[config.mk]
export PLATFORM = sky130hd
export DESIGN_NAME = branch_predictor
export DESIGN_NICKNAME = d
export VERILOG_FILES = /design/src/rtl/branch_predictor.sv
export SDC_FILE = /design/constraint.sdc
export NUM_CORES = 2
export LEC_CHECK = 0
export ABC_CLOCK_PERIOD_IN_PS = 8100
export BUFFER_PORTS_ARGS = -buffer_cell sky130_fd_sc_hd__buf_4
export CORE_ASPECT_RATIO = 1.2
export CORE_MARGIN = 2
export CORE_UTILIZATION = 60
export CTS_CLUSTER_SIZE = 20
export DETAILED_ROUTE_END_ITERATION = 10
export PLACE_DENSITY = 0.74
export SKIP_LAST_GASP = 1
export SYNTH_ARGS = -nofsm -noshare
export SYNTH_HDL_FRONTEND = slang
export SYNTH_SLANG_ARGS = --single-unit
[constraint.sdc]
create_clock -name clk -period 8.1 [get_ports clk]
set_input_delay 1.62 -clock clk [delete_from_list [all_inputs] [get_ports clk]]
set_output_delay 1.62 -clock clk [all_outputs]
set_load 0.01 [all_outputs]
[src/rtl/branch_predictor.sv]
// branch_predictor: direct-mapped BTB with 2-bit saturating counters.
// Fetch predicts direction and target from PCF. Execute checks the carried
// prediction against the resolved outcome, raises a redirect on a mismatch,
// and trains the table on the following clock edge.
module branch_predictor #(
    parameter int ENTRIES = 64
) (
    input  logic        clk,
    input  logic        rst_n,
    input  logic [31:0] PCF,
    output logic        predictTakenF,
    output logic [31:0] predictedTargetF,
    input  logic        branchE,
    input  logic [31:0] PCE,
    input  logic [31:0] PCTargetE,
    input  logic        branchTakenE,
    input  logic        predictedTakenE,
    input  logic [31:0] predictedTargetE,
    output logic        mispredictE,
    output logic [31:0] PCRedirectE,
    output logic [31:0] branchCount,
    output logic [31:0] mispredictCount
);

    localparam int IDX = $clog2(ENTRIES);
    localparam int TW  = 30 - IDX;

    // Table state: valid and ctr have defined reset values, tag and target do not.
    logic [ENTRIES-1:0] valid;
    logic [1:0]         ctr    [ENTRIES];
    logic [TW-1:0]      tag    [ENTRIES];
    logic [31:0]        target [ENTRIES];

    logic [IDX-1:0] idx_f;
    logic [IDX-1:0] idx_e;
    logic [TW-1:0]  tag_f;
    logic [TW-1:0]  tag_e;
    logic           hit_f;
    logic           hit_e;

    // Instruction PCs are word aligned, so the low two bits carry no information.
    logic unused_pc_bits;
    assign unused_pc_bits = ^{PCF[1:0], PCE[1:0]};

    assign idx_f = PCF[IDX+1:2];
    assign tag_f = PCF[31:IDX+2];
    assign idx_e = PCE[IDX+1:2];
    assign tag_e = PCE[31:IDX+2];

    assign hit_f = valid[idx_f] && (tag[idx_f] == tag_f);
    assign hit_e = valid[idx_e] && (tag[idx_e] == tag_e);

    // Fetch lookup reads registered state only, so a same-cycle write is not visible.
    always_comb begin
        predictTakenF    = hit_f & ctr[idx_f][1];
        predictedTargetF = predictTakenF ? target[idx_f] : PCF + 32'd4;
    end

    // Execute check: compare the carried prediction with the resolved outcome.
    always_comb begin
        // NOTE: every output gets a default first so no path leaves it unassigned (no latch).
        mispredictE = 1'b0;
        PCRedirectE = branchTakenE ? PCTargetE : PCE + 32'd4;
        if (branchE) begin
            mispredictE = (branchTakenE != predictedTakenE) |
                          (branchTakenE & predictedTakenE & (predictedTargetE != PCTargetE));
        end
    end

    // Valid bits and direction counters: cleared by reset, trained by resolved branches.
    always_ff @(posedge clk) begin
        if (!rst_n) begin
            // NOTE: non-blocking assignments for all sequential state so every read sees pre-edge values.
            valid <= '0;
            for (int i = 0; i < ENTRIES; i++) begin
                ctr[i] <= 2'b01;
            end
        end else if (branchE) begin
            if (hit_e) begin
                if (branchTakenE) begin
                    ctr[idx_e] <= (ctr[idx_e] == 2'b11) ? 2'b11 : ctr[idx_e] + 2'd1;
                end else begin
                    ctr[idx_e] <= (ctr[idx_e] == 2'b00) ? 2'b00 : ctr[idx_e] - 2'd1;
                end
            end else if (branchTakenE) begin
                valid[idx_e] <= 1'b1;
                ctr[idx_e]   <= 2'b10;
            end
        end
    end

    // Tag and target payload: written on taken resolutions, gated off while in reset.
    always_ff @(posedge clk) begin
        // NOTE: payload is deliberately not reset; valid guards it, so it can map to plain RAM.
        if (rst_n && branchE && branchTakenE) begin
            target[idx_e] <= PCTargetE;
            if (!hit_e) begin
                tag[idx_e] <= tag_e;
            end
        end
    end

    // Statistics counters, wrapping modulo 2^32.
    always_ff @(posedge clk) begin
        if (!rst_n) begin
            branchCount     <= '0;
            mispredictCount <= '0;
        end else if (branchE) begin
            branchCount <= branchCount + 32'd1;
            if (mispredictE) begin
                mispredictCount <= mispredictCount + 32'd1;
            end
        end
    end

endmodule
==> flow_metrics.tcl <==
set metrics [dict create \
    post_cts_buffers 0 \
    status "complete, but fails checks" \
    setup_viol 26 \
    floorplan.initialDensity_pct 60.33 \
    syn_area_um2 164500 \
    max-slew-margin-rel_pct -0.8313 \
    wirelength_mm 608.5 \
    avgViaCountPerCell 7.938 \
    cts_buffers 372 \
    dp_cells 12230 \
    violations "capacitance limit, slew limit, setup timing" \
    cts_tree "yes" \
    post-dp-hpwl_mm 350.7 \
    tightest_slew_ns 1.509 \
    cts.sinks 3840 \
    synth.distinct_cells 76 \
    finalHoldViolations 0 \
    grt_max_degree 117 \
    path_max_fanout 38 \
    final_common_cell "edfxtp_1" \
    drive_above_1_share_pct 31.23 \
    avgRoutedWirePerCell_um 46.99 \
    async_reset_ff_share_pct 0 \
    fillers 16710 \
    hold_depth 1 \
    grt_use_total_pct 43.65 \
    fmax_ghz 0.1230 \
    finalNonFillerCells 12950 \
    dr.pass1.iters 7 \
    register_area_um2 114000 \
    rows 210 \
    synth.area.top_cells "edfxtp_1 (68%), mux4_2 (18%), dfxtp_1 (1.6%), mux2i_1 (1.3%), a22oi_1 (0.84%)" \
    synth_top_cell_by_area "edfxtp_1" \
    clkLatencyLatePin_ns 0.93 \
    crit_path_start_kind "input pin" \
    r2r-start "tag[24][0]" \
    power_w 0.04307 \
    root_buffer "clkbuf_16" \
    h-tree-depth 5 \
    portBuffers 262 \
    first_global_vias 99570 \
    drtIter0Drc 20560 \
    critPathLaunch "PCF[3]" \
    rsz0062_at_grt "no" \
    max-vdd-ir-drop_uv 228.9 \
    worstPathRequired_ns 6.48 \
    syn_avg_cell_area_um2 19.33 \
    vias 102800 \
    die_width_um 482.1 \
    cts_buffer_depth 4 \
    place_congestion 0.9784 \
    yosys_warnings 0 \
    dieArea_um2 278500 \
    multiInputGateArea_um2 48410 \
    critPathArrivalTime_ns 6.51 \
    whs_ns 0.4915 \
    syn_nets 8652 \
    antenna_found_initial 58 \
    ctsHoldBuffers 0 \
    grt_overflow_total 0 \
    synthFlopType "edfxtp_1" \
    hold_path_class "reg2reg" \
    die_h_um 577.7 \
    timing.rr.end "tag[55][0]" \
    ant_nets 0 \
    cellPowerDensity_nw_per_um2 230.5 \
    cp-end-kind "output pin" \
    drc 0 \
    drv_slew 17 \
    critPathKind "in2out" \
    setup_slack_ns -0.02683 \
    nets 9135 \
    post-route-period-util_pct 100.3 \
    cellLeakagePower_nw 59.28 \
    cp-endpoint "predictedTargetF[14]" \
    syn_inst 8514 \
    core_area_um2 272700 \
    syn2layout_area_growth_pct 13.57 \
    clock_skew_ns 0.06951 \
    yosysTopAreaCellShare_pct 67.74 \
    layout_common_cells "edfxtp_1 (3712), mux4_2 (1283), buf_4 (641)" \
    cap_violations 1 \
    path_clk_slew_ns 0.06 \
    grt_pass1_wl_mm 819.7 \
    ios 263 \
    synth-edff-count 3712 \
    r2r.worst_path.cells 13 \
    r2r_slack_ns 2.00 \
    min_period_ns 8.127 \
    ys_ff_latch 3840 \
    yosysSeqAreaShare_pct 69.30 \
]
## cells in the mapped netlist, types with 70 or more instances
master	n
edfxtp_1	3712
mux4_2	1283
clkbuf_1	320
nand2_1	289
nor2_1	231
mux2i_1	220
a22oi_1	185
buf_2	158
o21ai_0	147
buf_1	144
a221oi_1	141
dfxtp_1	128
xnor2_1	123
nand3_1	119
mux2_2	112
o22ai_1	101
a21oi_1	95
nand4_1	70
## what timing repair did
| action | 4_1_cts | 5_1_grt |
|---|---|---|
| endpoints found under the setup margin | 32 | 32 |
| gates cloned | 0 | 1 |
| gates resized for setup | 2 | 1 |
| pin swaps | 0 | 0 |
## final cells by class
cell class / instances / share of cell area, %
Antenna cell: 42 / 0.05624
Inverter: 45 / 0.1018
Timing Repair Buffer: 767 / 3.918
Sequential cell: 3840 / 61.02
Clock inverter: 220 / 1.313
Clock buffer: 459 / 5.275
Tap cell: 3604 / 2.413
Multi-Input combinational cell: 3971 / 25.90
## worst max-delay path: stages
cell and delay [ns]:
buf_8 0.36, buf_12 0.26, buf_4 0.28, mux4_2 0.33, mux4_2 0.49, nand2_1 0.09
nand3_1 0.31, o21ai_2 0.31, buf_4 0.21, xnor2_1 0.09, nor4_1 0.38, buf_4 0.18
nand4_1 0.09, or4_2 0.68, buf_12 0.21, mux2_4 0.35, buf_4 0.15
## metrics by stage
stage / setup WS, ns / utilization, % / setup TNS, ns / area (µm²)
after floorplan: 0.7737 / - / 0 / 164500
after global placement: -0.2274 / 63.94 / -6.742 / 174400
after detailed placement: -0.2733 / 63.94 / -7.860 / 174400
after CTS: 0.0007443 / 68.46 / 0 / 186700
after global routing: 0.03376 / 68.49 / 0 / 186800
final: -0.02683 / 68.52 / -0.1847 / 186900
## per-layer routing
layer,share of wire [%],up-vias,GRT usage [%]
met5,0.045,-,0
met4,10,42,34.63
met3,15,2752,15.26
met2,44,10830,64.00
met1,30,52040,53.00
li1,-,37120,-
## worst min path at each step
| stage | startpoint | endpoint |
|---|---|---|
| 2_1_floorplan | valid[23] | valid[23] |
| 3_3_place_gp | valid[54] | valid[54] |
| 3_5_place_dp | valid[47] | valid[47] |
| 4_1_cts | valid[47] | valid[47] |
| 5_1_grt | valid[31] | valid[31] |
| 6_report | valid[33] | valid[33] |
## state kept, by name, summed over array words and instances, names as in the netlist
signal / count
mispredictCount: 32
valid: 64
tag: 1536
branchCount: 32
target: 2048
ctr: 128
## report_power, final
part | switching, W | total (W) | leakage [nW] | internal [W]
logic | 0.00205 | 0.00322 | 18.7 | 0.00118
clock network | 0.00767 | 0.0180 | 5.98 | 0.0103
registers | 0.0000366 | 0.0219 | 34.6 | 0.0218
## cells by family after synthesis
family | synth area share, %
compound gates | 4.821
xor+xnor | 0.9421
fa+ha+maj | 0.03802
buf+inv | 1.838
flops | 69.30
mux | 19.92
simple gates | 3.143
Power figures use the tool's default switching activity.
